`config.mk`:
```
export PLATFORM = sky130hd
export DESIGN_NAME = if_predecode_flat
export DESIGN_NICKNAME = d
export VERILOG_FILES = /design/src/rtl/if_predecode_pkg.sv /design/src/rtl/if_predecode_if.sv /design/src/rtl/if_predecode_rvc_expand.sv /design/src/rtl/if_predecode.sv /design/src/flat_wrapper.sv
export SDC_FILE = /design/constraint.sdc
export NUM_CORES = 1
export LEC_CHECK = 0
export BUFFER_PORTS_ARGS = -buffer_cell sky130_fd_sc_hd__buf_4
export CAP_MARGIN = 20
export CORE_MARGIN = 2
export CORE_UTILIZATION = 45
export CTS_CLUSTER_DIAMETER = 30
export CTS_CLUSTER_SIZE = 40
export DETAILED_ROUTE_END_ITERATION = 16
export PLACE_DENSITY = 0.68
export SLEW_MARGIN = 20
export SYNTH_ARGS = -nofsm -noshare
export SYNTH_HDL_FRONTEND = slang
export SYNTH_SLANG_ARGS = --single-unit
export TNS_END_PERCENT = 1
```
`constraint.sdc`:
```
create_clock -name clk -period 3.6 [get_ports clk]
set_input_delay 0.72 -clock clk [delete_from_list [all_inputs] [get_ports clk]]
set_output_delay 0.72 -clock clk [all_outputs]
set_load 0.02 [all_outputs]
```
`src/rtl/if_predecode_pkg.sv`:
```
// Shared constants, RV32I field encoders and the state type for the fetch predecode stage.
package if_predecode_pkg;

    localparam logic [31:0] NOP    = 32'h0000_0013;
    localparam logic [31:0] EBREAK = 32'h0010_0073;

    localparam logic [6:0] OP_IMM    = 7'b0010011;
    localparam logic [6:0] OP_LUI    = 7'b0110111;
    localparam logic [6:0] OP_JAL    = 7'b1101111;
    localparam logic [6:0] OP_JALR   = 7'b1100111;
    localparam logic [6:0] OP_BRANCH = 7'b1100011;
    localparam logic [6:0] OP_LOAD   = 7'b0000011;
    localparam logic [6:0] OP_STORE  = 7'b0100011;
    localparam logic [6:0] OP_OP     = 7'b0110011;

    localparam logic [2:0] F3_ADD = 3'd0, F3_SLL = 3'd1, F3_LW  = 3'd2, F3_XOR = 3'd4;
    localparam logic [2:0] F3_SR  = 3'd5, F3_OR  = 3'd6, F3_AND = 3'd7;
    localparam logic [2:0] F3_BEQ = 3'd0, F3_BNE = 3'd1;

    localparam logic [1:0] Q0 = 2'b00, Q1 = 2'b01, Q2 = 2'b10;

    localparam logic [2:0] C0_ADDI4SPN = 3'd0, C0_LW = 3'd2, C0_SW = 3'd6;
    localparam logic [2:0] C1_ADDI = 3'd0, C1_JAL = 3'd1, C1_LI = 3'd2, C1_LUI = 3'd3;
    localparam logic [2:0] C1_ALU  = 3'd4, C1_J   = 3'd5, C1_BEQZ = 3'd6;
    localparam logic [2:0] C2_SLLI = 3'd0, C2_LWSP = 3'd2, C2_JR_MV = 3'd4, C2_SWSP = 3'd6;

    typedef enum logic {ST_RUN, ST_FLUSH} state_e;

    function automatic logic [4:0] creg(input logic [2:0] r);
        return {2'b01, r};
    endfunction

    function automatic logic [31:0] enc_i(input logic [11:0] imm, input logic [4:0] rs1,
                                          input logic [2:0] f3, input logic [4:0] rd,
                                          input logic [6:0] op);
        return {imm, rs1, f3, rd, op};
    endfunction

    function automatic logic [31:0] enc_r(input logic [6:0] f7, input logic [4:0] rs2,
                                          input logic [4:0] rs1, input logic [2:0] f3,
                                          input logic [4:0] rd, input logic [6:0] op);
        return {f7, rs2, rs1, f3, rd, op};
    endfunction

    function automatic logic [31:0] enc_s(input logic [11:0] imm, input logic [4:0] rs2,
                                          input logic [4:0] rs1, input logic [2:0] f3);
        return {imm[11:5], rs2, rs1, f3, imm[4:0], OP_STORE};
    endfunction

    // Branch and jump offsets are passed without their always-zero bit 0.
    function automatic logic [31:0] enc_b(input logic [12:1] off, input logic [4:0] rs2,
                                          input logic [4:0] rs1, input logic [2:0] f3);
        return {off[12], off[10:5], rs2, rs1, f3, off[4:1], off[11], OP_BRANCH};
    endfunction

    function automatic logic [31:0] enc_j(input logic [20:1] off, input logic [4:0] rd);
        return {off[20], off[10:1], off[11], off[19:12], rd, OP_JAL};
    endfunction

endpackage

```
`src/rtl/if_predecode_if.sv`:
```
// FIFO-side and ID-side signals of the predecode stage bundled into one interface.
interface if_predecode_if;
    logic [31:0] ir;
    logic [2:0]  ir_hw_cnt;
    logic        taken;
    logic [31:0] re_addr;
    logic [1:0]  drain_cnt;
    logic        id_ready;
    logic        id_valid;
    logic [31:0] id_instr;
    logic [31:0] id_pc;
    logic        id_is_rvc;
    logic        id_illegal;

    modport master (
        input  ir, ir_hw_cnt, taken, re_addr, id_ready,
        output drain_cnt, id_valid, id_instr, id_pc, id_is_rvc, id_illegal
    );

    modport slave (
        output ir, ir_hw_cnt, taken, re_addr, id_ready,
        input  drain_cnt, id_valid, id_instr, id_pc, id_is_rvc, id_illegal
    );
endinterface

```
`src/rtl/if_predecode_rvc_expand.sv`:
```
// Combinational RV32C to RV32I expander; F/D and reserved encodings raise illegal.
module if_predecode_rvc_expand
    import if_predecode_pkg::*;
(
    input  logic [15:0] c_instr,
    output logic [31:0] x_instr,
    output logic        illegal
);

    logic [15:0] c;
    logic [2:0]  f3;
    logic [4:0]  rd, rs2, rdp, rs1p;
    logic [5:0]  imm6;
    logic [11:0] imm6_sx, mem_imm, lwsp_imm, swsp_imm, addi4spn_imm, addi16sp_imm;
    logic [19:0] lui_imm;
    logic [20:1] j_off;
    logic [12:1] b_off;

    assign c            = c_instr;
    assign f3           = c[15:13];
    assign rd           = c[11:7];
    assign rs2          = c[6:2];
    assign rdp          = creg(c[4:2]);
    assign rs1p         = creg(c[9:7]);
    assign imm6         = {c[12], c[6:2]};
    assign imm6_sx      = {{6{c[12]}}, imm6};
    assign mem_imm      = {5'b0, c[5], c[12:10], c[6], 2'b00};
    assign lwsp_imm     = {4'b0, c[3:2], c[12], c[6:4], 2'b00};
    assign swsp_imm     = {4'b0, c[8:7], c[12:9], 2'b00};
    assign addi4spn_imm = {2'b0, c[10:7], c[12:11], c[5], c[6], 2'b00};
    assign addi16sp_imm = {{3{c[12]}}, c[4:3], c[5], c[2], c[6], 4'b0};
    assign lui_imm      = {{14{c[12]}}, imm6};
    assign j_off        = {{10{c[12]}}, c[8], c[10:9], c[6], c[7], c[2], c[11], c[5:3]};
    assign b_off        = {{5{c[12]}}, c[6:5], c[2], c[11:10], c[4:3]};

    always_comb begin
        x_instr = NOP;
        illegal = 1'b0;
        case (c[1:0])
            Q0: case (f3)
                C0_ADDI4SPN: if (addi4spn_imm == 12'd0) illegal = 1'b1;
                             else x_instr = enc_i(addi4spn_imm, 5'd2, F3_ADD, rdp, OP_IMM);
                C0_LW:       x_instr = enc_i(mem_imm, rs1p, F3_LW, rdp, OP_LOAD);
                C0_SW:       x_instr = enc_s(mem_imm, rdp, rs1p, F3_LW);
                default:     illegal = 1'b1;
            endcase
            Q1: case (f3)
                C1_ADDI: x_instr = enc_i(imm6_sx, rd, F3_ADD, rd, OP_IMM);
                C1_JAL:  x_instr = enc_j(j_off, 5'd1);
                C1_LI:   x_instr = enc_i(imm6_sx, 5'd0, F3_ADD, rd, OP_IMM);
                C1_LUI: begin
                    if (rd == 5'd2) begin
                        if (addi16sp_imm == 12'd0) illegal = 1'b1;
                        else x_instr = enc_i(addi16sp_imm, 5'd2, F3_ADD, 5'd2, OP_IMM);
                    end else if (imm6 == 6'd0) illegal = 1'b1;
                    else x_instr = {lui_imm, rd, OP_LUI};
                end
                // shamt[5] set and the W-forms are reserved on RV32
                C1_ALU: case (c[11:10])
                    2'b00: if (c[12]) illegal = 1'b1;
                           else x_instr = enc_r(7'b0000000, imm6[4:0], rs1p, F3_SR, rs1p, OP_IMM);
                    2'b01: if (c[12]) illegal = 1'b1;
                           else x_instr = enc_r(7'b0100000, imm6[4:0], rs1p, F3_SR, rs1p, OP_IMM);
                    2'b10: x_instr = enc_i(imm6_sx, rs1p, F3_AND, rs1p, OP_IMM);
                    default: if (c[12]) illegal = 1'b1;
                        else case (c[6:5])
                            2'b00:   x_instr = enc_r(7'b0100000, rdp, rs1p, F3_ADD, rs1p, OP_OP);
                            2'b01:   x_instr = enc_r(7'b0000000, rdp, rs1p, F3_XOR, rs1p, OP_OP);
                            2'b10:   x_instr = enc_r(7'b0000000, rdp, rs1p, F3_OR,  rs1p, OP_OP);
                            default: x_instr = enc_r(7'b0000000, rdp, rs1p, F3_AND, rs1p, OP_OP);
                        endcase
                endcase
                C1_J:    x_instr = enc_j(j_off, 5'd0);
                C1_BEQZ: x_instr = enc_b(b_off, 5'd0, rs1p, F3_BEQ);
                default: x_instr = enc_b(b_off, 5'd0, rs1p, F3_BNE);
            endcase
            Q2: case (f3)
                C2_SLLI: if (c[12]) illegal = 1'b1;
                         else x_instr = enc_r(7'b0000000, imm6[4:0], rd, F3_SLL, rd, OP_IMM);
                C2_LWSP: if (rd == 5'd0) illegal = 1'b1;
                         else x_instr = enc_i(lwsp_imm, 5'd2, F3_LW, rd, OP_LOAD);
                C2_JR_MV: begin
                    if (rs2 != 5'd0)
                        x_instr = enc_r(7'b0000000, rs2, c[12] ? rd : 5'd0, F3_ADD, rd, OP_OP);
                    else if (rd != 5'd0)
                        x_instr = enc_i(12'd0, rd, 3'd0, {4'd0, c[12]}, OP_JALR);
                    else if (c[12]) x_instr = EBREAK;
                    else illegal = 1'b1;
                end
                C2_SWSP: x_instr = enc_s(swsp_imm, rs2, 5'd2, F3_LW);
                default: illegal = 1'b1;
            endcase
            default: illegal = 1'b1;
        endcase
    end

endmodule

```
`src/rtl/if_predecode.sv`:
```
// Fetch predecode: length decode, RVC expansion, fetch PC and the registered ID handoff.
module if_predecode
    import if_predecode_pkg::*;
#(
    parameter logic [31:0] RESET_PC = 32'h0000_0000,
    parameter bit          RVC_EN   = 1'b1
) (
    input  logic           clk,
    input  logic           resetn,
    if_predecode_if.master bus
);

    state_e      state_q, state_d;
    logic [31:0] pc_q, pc_d, id_pc_q, id_pc_d, id_instr_q, id_instr_d;
    logic        id_valid_q, id_valid_d, id_is_rvc_q, id_is_rvc_d, id_illegal_q, id_illegal_d;
    logic        need2, avail, accept, rvc_illegal, x_illegal;
    logic [31:0] x_instr;
    logic [1:0]  drain;

    if_predecode_rvc_expand u_expand (
        .c_instr (bus.ir[15:0]),
        .x_instr (x_instr),
        .illegal (x_illegal)
    );

    assign need2       = (bus.ir[1:0] == 2'b11);
    assign avail       = need2 ? (bus.ir_hw_cnt >= 3'd2) : (bus.ir_hw_cnt != 3'd0);
    assign rvc_illegal = !RVC_EN || x_illegal;

    // FLUSH blocks acceptance for the cycle after a redirect while the FIFO refills.
    always_comb begin
        state_d      = state_q;
        pc_d         = pc_q;
        id_valid_d   = id_valid_q;
        id_pc_d      = id_pc_q;
        id_instr_d   = id_instr_q;
        id_is_rvc_d  = id_is_rvc_q;
        id_illegal_d = id_illegal_q;
        accept       = 1'b0;
        drain        = 2'd0;
        if (state_q == ST_RUN)
            accept = avail && !bus.taken && (!id_valid_q || bus.id_ready);
        if (bus.taken) begin
            state_d    = ST_FLUSH;
            pc_d       = bus.re_addr;
            id_valid_d = 1'b0;
        end else begin
            state_d = ST_RUN;
            if (accept) begin
                drain        = need2 ? 2'd2 : 2'd1;
                id_valid_d   = 1'b1;
                id_pc_d      = pc_q;
                pc_d         = pc_q + (need2 ? 32'd4 : 32'd2);
                id_instr_d   = need2 ? bus.ir : (rvc_illegal ? NOP : x_instr);
                id_is_rvc_d  = !need2;
                id_illegal_d = !need2 && rvc_illegal;
            end else if (bus.id_ready) begin
                id_valid_d = 1'b0;
            end
        end
    end

    always_ff @(posedge clk or negedge resetn) begin
        if (!resetn) begin
            state_q      <= ST_RUN;
            pc_q         <= RESET_PC;
            id_valid_q   <= 1'b0;
            id_pc_q      <= RESET_PC;
            id_instr_q   <= NOP;
            id_is_rvc_q  <= 1'b0;
            id_illegal_q <= 1'b0;
        end else begin
            state_q      <= state_d;
            pc_q         <= pc_d;
            id_valid_q   <= id_valid_d;
            id_pc_q      <= id_pc_d;
            id_instr_q   <= id_instr_d;
            id_is_rvc_q  <= id_is_rvc_d;
            id_illegal_q <= id_illegal_d;
        end
    end

    assign bus.drain_cnt  = resetn ? drain : 2'd0;
    assign bus.id_valid   = id_valid_q;
    assign bus.id_pc      = id_pc_q;
    assign bus.id_instr   = id_instr_q;
    assign bus.id_is_rvc  = id_is_rvc_q;
    assign bus.id_illegal = id_illegal_q;

endmodule

```
`src/flat_wrapper.sv`:
```
// flat-port wrapper written by rule: the top's interface ports become plain ports
module if_predecode_flat import if_predecode_pkg::*;
#(
    parameter logic [31:0] RESET_PC = 32'h0000_0000,
    parameter bit          RVC_EN   = 1'b1
)
  (clk, resetn, bus_ir, bus_ir_hw_cnt, bus_taken, bus_re_addr, bus_id_ready, bus_drain_cnt, bus_id_valid, bus_id_instr, bus_id_pc, bus_id_is_rvc, bus_id_illegal);
  if_predecode_if bus_i ();
  input  logic clk;
  input  logic resetn;
  input wire logic [$bits(bus_i.ir)-1:0] bus_ir;
  input wire logic [$bits(bus_i.ir_hw_cnt)-1:0] bus_ir_hw_cnt;
  input wire logic [$bits(bus_i.taken)-1:0] bus_taken;
  input wire logic [$bits(bus_i.re_addr)-1:0] bus_re_addr;
  input wire logic [$bits(bus_i.id_ready)-1:0] bus_id_ready;
  output wire logic [$bits(bus_i.drain_cnt)-1:0] bus_drain_cnt;
  output wire logic [$bits(bus_i.id_valid)-1:0] bus_id_valid;
  output wire logic [$bits(bus_i.id_instr)-1:0] bus_id_instr;
  output wire logic [$bits(bus_i.id_pc)-1:0] bus_id_pc;
  output wire logic [$bits(bus_i.id_is_rvc)-1:0] bus_id_is_rvc;
  output wire logic [$bits(bus_i.id_illegal)-1:0] bus_id_illegal;
  assign bus_i.ir = bus_ir;
  assign bus_i.ir_hw_cnt = bus_ir_hw_cnt;
  assign bus_i.taken = bus_taken;
  assign bus_i.re_addr = bus_re_addr;
  assign bus_i.id_ready = bus_id_ready;
  assign bus_drain_cnt = bus_i.drain_cnt;
  assign bus_id_valid = bus_i.id_valid;
  assign bus_id_instr = bus_i.id_instr;
  assign bus_id_pc = bus_i.id_pc;
  assign bus_id_is_rvc = bus_i.id_is_rvc;
  assign bus_id_illegal = bus_i.id_illegal;
  if_predecode #(.RESET_PC(RESET_PC), .RVC_EN(RVC_EN)) u_core (.clk(clk), .resetn(resetn), .bus(bus_i));
endmodule
```
==> run_results.csv, run 1 <==
group,metric,value,unit
worst_setup_path,r2r_setup_slack,0.77,ns
synth,synth_edf_count,0,
global_route,grtUsageMet2,0.480,
die,die_area,15000,sq um
timing,finalCriticalPeriod,3.15,ns
die,num_io_pins,140,
timing,slew_violations,0,
synth,synth_top_area_frac,0.383,
final_layout,final_cells,1098,
hold_path,hold_class,"in2async",
pwr,pwr-share-seq,0.423,
clocking,cts_root_buf,"clkbuf_16",
placement,dp_hpwl,16500,um
worst_setup_path,path_class,"in2reg",
synth,synth.most_common_cell,"nand2_1",
worst_setup_path,end_kind,"flip-flop",
final_layout,utilization,0.566,
routing,drc,0,
timing,rsz0062_at_grt,"false",
synth,synthTopCellsByCount,"182 x nand2_1, 97 x dfrtp_1, 69 x o21ai_0",
synth,synth_cells,803,
die,dieWidth,123,um
clocking,cts_resized,0,
pwr,p_sw,1.24,mW
timing,finalSetupTns,0,ns
placement,dp_slack,0.128,ns
final_layout,fillCellCount,1295,
worst_setup_path,r2r_cells,8,
pwr,clockPowerShare,0.275,
timing,finalSetupViolations,0,
final_layout,diodes,0,
pwr,pwr-share-comb,0.302,
final_layout,final_layout_size_suffix_gt1_frac,0.216,
timing,fin_worst_skew,0.00518,ns
timing,holdWs,0.201,ns
timing,fmax,318,MHz
routing,route.vias.total,7057,
worst_setup_path,required,3.83,ns
worst_setup_path,crit-reg2reg-launch,"u_core.pc_q[1]",
clocking,numCtsBuffers,9,
clocking,cts_max_level,3,
clocking,cts_tree,"built",
die,row_count,43,
synth,synth_fp_nets,877,
pwr,p_leak,3.43,nW
timing,relSlewSlack,0.466,
global_route,busiest_layer,"met2",
synth,synth_area_leader_cell,"dfrtp_1",
synth,postSynthAreaPerCell,7.88,sq um
pwr,power_density,440,nW/um^2
placement,dp_cells,1082,
final_layout,synthToLayoutAreaGrowth,23.7,%
global_route,antenna_found_initial,0,
routing,drt_wl_total,23400,um
synth,ys_seq_area_frac,0.396,
synth,ys_ff_latch,100,
timing,hold_viol_final,0,
worst_setup_path,worstPathMaxFanout,6,
placement,port_buffers,139,
global_route,grt_usage,0.318,
worst_setup_path,crit_arrival,3.38,ns
clocking,post-cts-setup-buffers,0,
die,start_util,0.458,
global_route,use_met1,0.436,
outcome,status,"finished clean",
global_route,grt_pass1_vias,6811,
synth,synth.area.top_cells,"dfrtp_1 38%, nand2_1 11%, o21ai_0 5.5%",
worst_setup_path,timing.rr.end,"u_core.pc_q[31]",
timing,finalCritPeriodShare,0.874,
global_route,grt-ovfl-total,0,
synth,async_reset_ff_frac,1.00,
clocking,clock_sinks,100,
die,die_height,123,um
global_route,grt_pass1_wl,36900,um
clocking,cts_hold_buf,0,
pwr,power.internal,2.20,mW
routing,antenna_left,0,
global_route,grt_use_met3,0.0655,
synth,yosys_most_used_dff,"dfrtp_1",
clocking,clkTransAtPathRegs,0.07,ns
timing,finalWorstSetupSlack,0.455,ns
routing,first_pass_iters,6,
worst_setup_path,critPathLaunchType,"input pin",
routing,via_per_inst,6.43,
placement,gp_congestion,1.04,
routing,drt_iter0_drc,881,
clocking,insertion_delay,0.36,ns
final_layout,nets,987,
routing,wl_per_cell,21.3,um
synth,syn-cell-area,6330,sq um
pwr,sw_frac_of_total,0.361,
clocking,cts_buffer_depth,2,
global_route,grt_start_max_net_pins,91,
synth,synth_cell_type_count,73,
run,drv_cap,0,
timing,worst_slew_pin_slew,0.798,ns
die,core,13800,sq um
pwr,ir_drop,0.000224,V
synth,ys.warnings.count,0,
-- power by group through the flow --
stage / clock network (mW) / logic (mW) / registers (mW)
2_1_floorplan: 0 / 0.396 / 1.62
3_3_place_gp: 0 / 1.03 / 1.47
3_5_place_dp: 0 / 1.03 / 1.47
4_1_cts: 0.962 / 1.04 / 1.46
5_1_grt: 1.01 / 1.13 / 1.48
6_report: 0.947 / 1.04 / 1.46
-- cell type report --
cell class              instances  area [sq um]  area share
repair buffers                163          1240       0.158
inverters                      14          52.6     0.00671
well taps                     180           225      0.0288
clock inverters                 7          60.1     0.00767
multi-input cells             625          3520       0.450
flip-flops and latches        100          2510       0.320
clock buffers                   9           225      0.0288
-- stage by stage --
step	cell area, sq um	power, mW
2_1_floorplan	6330	2.01
3_3_place_gp	7540	2.50
3_5_place_dp	7540	2.51
4_1_cts	7830	3.45
5_1_grt	7830	3.62
6_report	7830	3.45
-- logic make-up (layout without fill, tap and decap cells) --
logic type,after synthesis,in the layout,share of synthesized area
flip-flops,100,100,0.396
multiplexers,3,3,0.00494
AND/OR/NAND/NOR,371,371,0.278
AO/OA/AOI/OAI,248,248,0.264
buffers and inverters,78,193,0.0504
adder cells (fa/ha/maj),3,3,0.00712
-- layer usage --
metal,share of wire,wire [um]
met1,0.41,9510
met2,0.45,10500
met3,0.10,2370
met4,0.042,994
met5,0,0
-- worst max path at each step --
stage	slack, ns	cells after the start	end	from
floorplan	0.26	11	u_core.pc_q[30]	bus_ir[1]
global placement	0.24	10	u_core.pc_q[31]	bus_ir[1]
detailed placement	0.13	10	u_core.pc_q[31]	bus_ir[1]
CTS	0.50	10	u_core.pc_q[31]	bus_ir[1]
global route	0.27	10	u_core.pc_q[31]	bus_ir[1]
finish	0.45	10	u_core.pc_q[31]	bus_ir[1]
-- cells in the final DEF (no fill, tap or decap), types with 5 or more instances in the layout --
master     Yosys  final
clkbuf_16      0      9
a31oi_1       14     14
and2_1         5      5
o311ai_0      15     15
a22oi_1        5      5
or4_1          5      5
buf_4          0    162
nor4_1         9      9
dfrtp_1       97     97
or3_1          6      6
a221oi_1       5      5
nand4_1       13     13
a21oi_1       47     47
a41oi_1        8      8
a211oi_1       7      7
nand2b_1       9      9
inv_1         12     12
a21o_1         7      7
and3_1         8      8
nor2_1        56     56
nor2b_1       10     10
nand3_1       36     36
nand2_1      182    182
nor3_1        10     10
o21ai_0       69     69
o211ai_1      21     21
-- worst max-delay path, cell delays in order --
cell and delay (ns):
buf_4 0.11, nand2_1 0.17, ha_1 0.22, inv_1 0.06, fa_1 0.41, nand3b_1 0.29, nor4_2 0.42, nand3_1 0.24
o311a_1 0.37, or3_1 0.35
-- sequential cells by signal (all words and copies together), names as in the netlist --
| register | cells |
|---|---|
| u_core.bus.id_illegal | 1 |
| u_core.bus.id_instr | 32 |
| u_core.bus.id_is_rvc | 1 |
| u_core.bus.id_pc | 32 |
| u_core.bus.id_valid | 1 |
| u_core.pc_q | 32 |
| u_core.state_q | 1 |
No activity file was read; power rests on OpenSTA's default activity.
==> run 2, diff against run 1 <==
--- a/config.mk
+++ b/config.mk
@@ -14,4 +14,6 @@
 export DETAILED_ROUTE_END_ITERATION = 16
 export PLACE_DENSITY = 0.68
+export RECOVER_POWER = 25
+export SKIP_CTS_REPAIR_TIMING = 1
 export SLEW_MARGIN = 20
 export SYNTH_ARGS = -nofsm -noshare
==> constraint.sdc (replaced) <==
create_clock -name clk -period 3.6 [get_ports clk]
set_input_delay 0.54 -clock clk [delete_from_list [all_inputs] [get_ports clk]]
set_output_delay 0.54 -clock clk [all_outputs]
set_load 0.02 [all_outputs]
==> run 2 against run 1 <==
- the flow now finishes with violations (max-capacitance violations, max-slew violations)
- total power shrank 0.28%
- sequential share of layout area is 0.46 points higher
- die area is the same
- final area down 1.4%
- worst setup slack improved by 0.21 ns
- maximum frequency rose by 7.3%
- critical path type unchanged
- largest cell class unchanged
==> run_results.csv, run 2 (synthesis gave the netlist of run 1 again) <==
group,metric,value,unit
final_layout,synthToLayoutAreaGrowth,21.9,%
final_layout,final_common_cell,"nand2_1",
worst_setup_path,required,3.83,ns
routing,first_pass_iters,7,
final_layout,nets,988,
timing,slew_violations,28,
clocking,clock_sinks,100,
worst_setup_path,crit_chain,"buf_4 > nand2_1 > ha_1 > inv_1 > fa_1 > nand3b_1 > nor4_2 > nand3_1 > o311a_1 > or3_1",
placement,port_buffers,139,
die,die_height,123,um
global_route,grt_usage,0.329,
placement,dp_slack,0.319,ns
worst_setup_path,end_kind,"flip-flop",
worst_setup_path,slowest_delay,0.43,ns
pwr,p_leak,3.29,nW
worst_setup_path,path_class,"in2reg",
worst_setup_path,worstPathMaxFanout,6,
worst_setup_path,crit_arrival,3.17,ns
pwr,ir_drop,0.000222,V
timing,finalSetupTns,0,ns
global_route,antenna_found_initial,0,
timing,finalWorstSetupSlack,0.668,ns
timing,finalSetupViolations,0,
outcome,status,"complete, but fails checks",
timing,hold_viol_final,0,
routing,wl_per_cell,22.5,um
global_route,grt_start_max_net_pins,76,
timing,rsz0062_at_grt,"false",
clocking,insertion_delay,0.36,ns
global_route,grt_pass1_vias,6613,
clocking,cts_max_level,3,
routing,drt_iter0_drc,898,
timing,relSlewSlack,-0.128,
die,dieWidth,123,um
final_layout,layout_common_cells,"182 x nand2_1, 122 x buf_4, 97 x dfrtp_1, 69 x o21ai_0, 56 x nor2_1",
final_layout,final_layout_size_suffix_gt1_frac,0.174,
worst_setup_path,cpMaxStageDelayCell,"fa_1",
worst_setup_path,critPathLaunchType,"input pin",
routing,via_per_inst,6.49,
routing,drc,0,
outcome,violations,"max-capacitance violations, max-slew violations",
placement,gp_congestion,1.04,
placement,dp_hpwl,17300,um
pwr,power_density,445,nW/um^2
die,die_area,15000,sq um
clocking,numCtsBuffers,9,
clocking,clkTransAtPathRegs,0.08,ns
run,drv_cap,1,
clocking,cts_buffer_depth,2,
clocking,cts_tree,"built",
routing,drt_wl_total,24800,um
timing,worst_slew_pin_slew,1.69,ns
hold_path,hold_class,"in2reg",
global_route,grt-ovfl-total,0,
final_layout,diodes,0,
timing,fin_worst_skew,0.0120,ns
clocking,cts_root_buf,"clkbuf_16",
timing,finalCriticalPeriod,2.93,ns
timing,finalCritPeriodShare,0.815,
die,num_io_pins,140,
routing,route.vias.total,7137,
routing,antenna_left,0,
global_route,grt_pass1_wl,37500,um
die,row_count,43,
die,start_util,0.458,
die,core,13800,sq um
timing,fmax,341,MHz
run 2: cell count changes in the layout (fill, tap and decap cells not counted), sizes merged:
cell	change
clkbuf	+40
buf	-38
clkinv	-2
clkinvlp	+1
run 2: through the flow:
stage / utilization / hold WS, ns / power (mW) / cell area [sq um] / std cells
4_1_cts: 0.568 / 0.118 / 3.52 / 7850 / 1098
3_5_place_dp: 0.546 / 0.464 / 2.53 / 7560 / 1082
6_report: 0.558 / 0.399 / 3.44 / 7720 / 1099
3_3_place_gp: 0.546 / 0.446 / 2.52 / 7560 / 1082
2_1_floorplan: - / 0.244 / 2.01 / 6330 / 803
5_1_grt: 0.558 / 0.403 / 3.60 / 7720 / 1099
run 2: routing by layer:
metal	wire, um	share of wire	GRT usage	up-vias
met3	2340	0.095	0.0637	91
li1	-	-	-	3172
met1	10100	0.41	0.443	3411
met2	11300	0.46	0.521	463
met4	1020	0.041	0.133	0
met5	0	0	0	-
run 2: cell type report:
class | count | area [sq um]
multi-input combinational | 625 | 3520
sequential | 100 | 2510
clock buffer | 10 | 239
fill | 1330 | 6110
inverter | 14 | 52.6
tap | 180 | 225
timing repair buffer | 164 | 1120
clock inverter | 6 | 55.1
run 2: worst max-delay path, delay by kind of cell:
kind | cells | cell delay, ns
AO/OA/AOI/OAI | 1 | 0.38
AND/OR/NAND/NOR | 5 | 1.41
buffers and inverters | 2 | 0.17
adder cells (fa/ha/maj) | 2 | 0.66
run 2: path summary, 6_finish.rpt:
check	start	end	slack, ns	cells after the start
worst max-delay path	bus_ir[1]	u_core.pc_q[31]	0.67	10
worst min-delay path	bus_re_addr[11]	u_core.pc_q[11]	0.40	3
worst max register to register	u_core.pc_q[1]	u_core.pc_q[31]	0.77	8
worst min register to register	u_core.bus.id_pc[12]	u_core.bus.id_pc[12]	0.47	2
max in group asynchronous	resetn	u_core.bus.id_instr[30]	1.24	2
min in group asynchronous	resetn	u_core.bus.id_instr[27]	0.61	1
run 2: report_power, final:
group          switching (mW)  internal, mW  total (mW)
sequential              0.150          1.31        1.46
combinational           0.647         0.350       0.998
clock                   0.479         0.502       0.981
